[src/rtl/serial_cmp_pkg.sv]
// Shared types and result encodings for the
// bit-serial magnitude comparator.
package serial_cmp_pkg;

  typedef enum logic [1:0] {
    IDLE = 2'd0,
    EQ   = 2'd1,
    GT   = 2'd2,
    LT   = 2'd3
  } state_t;

  localparam logic [2:0] RES_LT   = 3'b100;
  localparam logic [2:0] RES_EQ   = 3'b010;
  localparam logic [2:0] RES_GT   = 3'b001;
  localparam logic [2:0] RES_NONE = 3'b000;

  function automatic logic [2:0] state_res(
    input state_t s
  );
    logic [2:0] r;
    r = RES_NONE;
    unique case (s)
      IDLE: r = RES_NONE;
      EQ:   r = RES_EQ;
      GT:   r = RES_GT;
      LT:   r = RES_LT;
    endcase
    return r;
  endfunction

endpackage

[src/rtl/serial_cmp_fsm_frame_counter.sv]
// Mod-WORD_LEN bit counter marking the LSB
// edge of each back-to-back word frame.
module frame_counter #(
  parameter int WORD_LEN = 3,
  parameter int CW = $clog2(WORD_LEN)
) (
  input  logic          clk,
  input  logic          rst_n,
  output logic [CW-1:0] cnt,
  output logic          first_bit
);

  localparam logic [CW-1:0] LAST =
    CW'(WORD_LEN - 1);

  always_ff @(posedge clk or negedge rst_n) begin
    if (!rst_n) begin
      cnt <= '0;
    end else if (cnt == LAST) begin
      cnt <= '0;
    end else begin
      cnt <= cnt + 1'b1;
    end
  end

  assign first_bit = (cnt == '0);

endmodule

[src/rtl/serial_cmp_fsm.sv]
// Bit-serial LSB-first unsigned comparator with
// Moore one-hot {M,R,W} = {A<B, A=B, A>B}.
module serial_cmp_fsm
  import serial_cmp_pkg::*;
#(
  parameter int WORD_LEN = 3
) (
  input  logic clk,
  input  logic rst_n,
  input  logic A,
  input  logic B,
  output logic M,
  output logic R,
  output logic W
);

  localparam int CW = $clog2(WORD_LEN);

  logic [CW-1:0] cnt;
  logic          first_bit;
  logic          new_word;
  state_t        state_q;
  state_t        state_d;
  logic [2:0]    res;

  frame_counter #(
    .WORD_LEN (WORD_LEN),
    .CW       (CW)
  ) u_cnt (
    .clk       (clk),
    .rst_n     (rst_n),
    .cnt       (cnt),
    .first_bit (first_bit)
  );

  // IDLE only follows reset, so it always starts a word
  assign new_word = first_bit | (state_q == IDLE);

  always_comb begin
    state_d = state_q;
    if (new_word) begin
      unique case (1'b1)
        (A & ~B): state_d = GT;
        (~A & B): state_d = LT;
        default:  state_d = EQ;
      endcase
    end else if ((|cnt) && (A != B)) begin
      state_d = A ? GT : LT;
    end
  end

  always_ff @(posedge clk or negedge rst_n) begin
    if (!rst_n) begin
      state_q <= IDLE;
    end else begin
      state_q <= state_d;
    end
  end

  assign res = state_res(state_q);
  assign {M, R, W} = res;

endmodule

[config.mk]
export PLATFORM = sky130hd
export DESIGN_NAME = serial_cmp_fsm
export DESIGN_NICKNAME = d
export VERILOG_FILES = /design/src/rtl/serial_cmp_pkg.sv /design/src/rtl/serial_cmp_fsm_frame_counter.sv /design/src/rtl/serial_cmp_fsm.sv
export SDC_FILE = /design/constraint.sdc
export NUM_CORES = 1
export LEC_CHECK = 0
export BUFFER_PORTS_ARGS = -buffer_cell sky130_fd_sc_hd__buf_4
export CAP_MARGIN = 20
export CORE_AREA = 2 2 39 41
export DETAILED_ROUTE_END_ITERATION = 6
export DIE_AREA = 0 0 41 43
export PLACE_DENSITY = 0.39
export SYNTH_ARGS = -nofsm -noshare
export SYNTH_HDL_FRONTEND = slang
export SYNTH_SLANG_ARGS = --single-unit
[constraint.sdc]
create_clock -name clk -period 1.35 [get_ports clk]
set_clock_uncertainty 0.05 [all_clocks]
set_input_delay 0.0675 -clock clk [delete_from_list [all_inputs] [get_ports clk]]
set_output_delay 0.0675 -clock clk [all_outputs]
set_load 0.03 [all_outputs]
==> flow_metrics.tcl <==
set metrics [dict create \
    grt_usage_pct 5.539 \
    h-tree-depth 1 \
    vias 148 \
    p_clk_share_pct 43.4 \
    start_util_pct 13.47 \
    drive_gt1_share_pct 33.33 \
    min_path_cells 3 \
    clkSinkCount 4 \
    die_y_um 43 \
    die_area_sq_um 1763 \
    grt_pass1_wl_um 607 \
    design_area_sq_um 284.0 \
    max_slew_margin_pct 88.16 \
    min_from "A" \
    cp-start-kind "register" \
    fin_crit_sh_pct 82.77 \
    clock_path_buffers 2 \
    cts_tree "yes" \
    yosys_warnings 0 \
    drc 0 \
    cts-root-buf "clkbuf_4" \
    drv_slew 0 \
    syn_area_sq_um 186.4 \
    die_w_um 41 \
    finalPower_mw 0.3368 \
    fp-row-count 14 \
    worst_hold_path.endpoint "state_q[0]" \
    p_int_mw 0.2543 \
    p_comb_share_pct 18.0 \
    io_pins 7 \
    ff2ff_path_depth 2 \
    vdd_ir_drop_max_v 0.0002315 \
    cellLeakagePower_nw 0.1436 \
    gp_congestion 0.5663 \
    max_freq_mhz 895.0 \
    syn_nets 22 \
    antenna_cells 0 \
    fin_crit_ps 1117 \
    end_kind "output pin" \
    grt_overflow_total 0 \
    rsz0062_at_grt "false" \
    antenna_found_initial 0 \
    clkSlewWorstSetupHoldPaths_ps 40 \
    netlist.top_cell.by_area "dfrtp_1" \
    cts_buffers 3 \
    fin_setup_tns_ps 0 \
    synth_area_leaders "dfrtp_1 54%, mux2i_1 11%, and2b_1 8.1%" \
    reg2reg_to "state_q[0]" \
    p_sw_mw 0.08248 \
    avgSynthCellArea_sq_um 10.97 \
    via_per_inst 3.442 \
    synth_seq_cells 4 \
    setup_viol 0 \
    critPathLaunch "state_q[0]" \
    worst_ep_arrival_time_ps 1000 \
    reg2reg_slack_ps 420 \
    wire_per_inst_um 8.070 \
    syn_inst 17 \
    hpwl_um 274 \
    postRouteAntennaNets 0 \
    grt_max_degree 6 \
    grt_pass1_vias 168 \
    core_area_sq_um 1384 \
    fin_nets 34 \
    outcome "completed" \
    regToRegStartpoint "u_cnt.cnt[0]" \
    drt_iter0_markers 3 \
    worstSetupPathType "reg -> out" \
    crit_required_ps 1230 \
    clk_latency_ps 230 \
    wl_um 347 \
    dr.pass1.iters 2 \
    synth.top_cell.area_share_pct 53.69 \
    cp_max_fo 5 \
    ys_seq_area_share_pct 53.69 \
    ys_types 11 \
    maxCapViolCount 0 \
    hold_violations 0 \
    p_per_area_nw_per_um2 1186 \
    num-fill-cells 154 \
    hold_path.class "in -> reg" \
    switching_share_pct 24.49 \
    dpl-instance-area_sq_um 251.5 \
    max_slew.worst_pin.slew_ps 177.6 \
    synthToLayoutAreaGrowth_pct 52.35 \
    power_frac_seq_pct 38.6 \
    io_buffers 6 \
]
[placed cells by master, fill, tap and decap left out, types with 2 or more instances in the layout]
cell type / instances
dfrtp_1: 4
inv_1: 2
mux2i_1: 2
and2b_1: 2
clkbuf_4: 3
buf_4: 6
[cell type report]
type	instances	area, sq um	share of cell area, %
sequential	4	100.1	35.24
multi-input combinational	11	78.83	27.75
inverter	2	7.507	2.643
timing repair buffer	7	55.05	19.38
tap	16	20.02	7.048
clock buffer	3	22.52	7.930
[registers in the layout, summed over array words and instances, names as in the netlist]
signal and cells:
u_cnt.cnt 2, state_q 2
[critical path, cell delays in order (launching register included)]
cell and delay [ps]:
dfrtp_1 410, and2b_1 210, buf_4 150
[cell usage after synthesis (all sizes together)]
cell,instances
dfrtp,4
and2b,2
inv,2
mux2i,2
and2,1
ha,1
nand2,1
nor2,1
nor2b,1
o21ai,1
o22ai,1
[power groups by stage]
stage	combinational, mW	sequential [mW]	clock (mW)
floorplan	0.0359	0.130	0
global placement	0.0583	0.131	0
detailed placement	0.0593	0.132	0
CTS	0.0619	0.130	0.157
global route	0.0656	0.132	0.163
finish	0.0606	0.130	0.146
[metal layers]
metal / wire (um) / track usage (%) / vias up
li1: - / - / 77
met1: 168 / 6.169 / 60
met2: 122 / 6.563 / 9
met3: 45 / 1.571 / 2
met4: 10 / 8.000 / 0
met5: 0 / 0 / -
[worst max path at each step]
stage | end | slack [ps] | depth (start not counted)
detailed placement | state_q[0] | 420 | 4
floorplan | state_q[0] | 480 | 2
finish | W | 230 | 2
global placement | state_q[0] | 440 | 4
global route | W | 180 | 2
CTS | W | 220 | 2
[per-stage QoR]
step / std cells / setup slack, ps / util [%] / hold WS (ps)
5_1_grt: 43 / 176.1 / 20.52 / 122.2
2_1_floorplan: 17 / 482.6 / - / -278.1
3_5_place_dp: 39 / 415.5 / 18.17 / -182.3
3_3_place_gp: 39 / 439.1 / 18.17 / -184.4
4_1_cts: 43 / 215.2 / 20.52 / 105.4
6_report: 43 / 232.6 / 20.52 / 111.9
[cell families after synthesis]
group / Yosys count / synth area share [%]
AO/OA/AOI/OAI: 2 / 6.040
adder cells (fa/ha/maj): 1 / 6.710
buffers and inverters: 2 / 4.028
flip-flops: 4 / 53.69
multiplexers: 2 / 10.74
AND/OR/NAND/NOR: 6 / 18.79
[repair_timing]
action | in CTS | in global routing
hold endpoints to repair | 4 | 0
gates resized for setup | 0 | 0
hold buffers | 1 | 0
setup buffers | 0 | 0
Note: power is estimated with default switching activity, not from simulation.
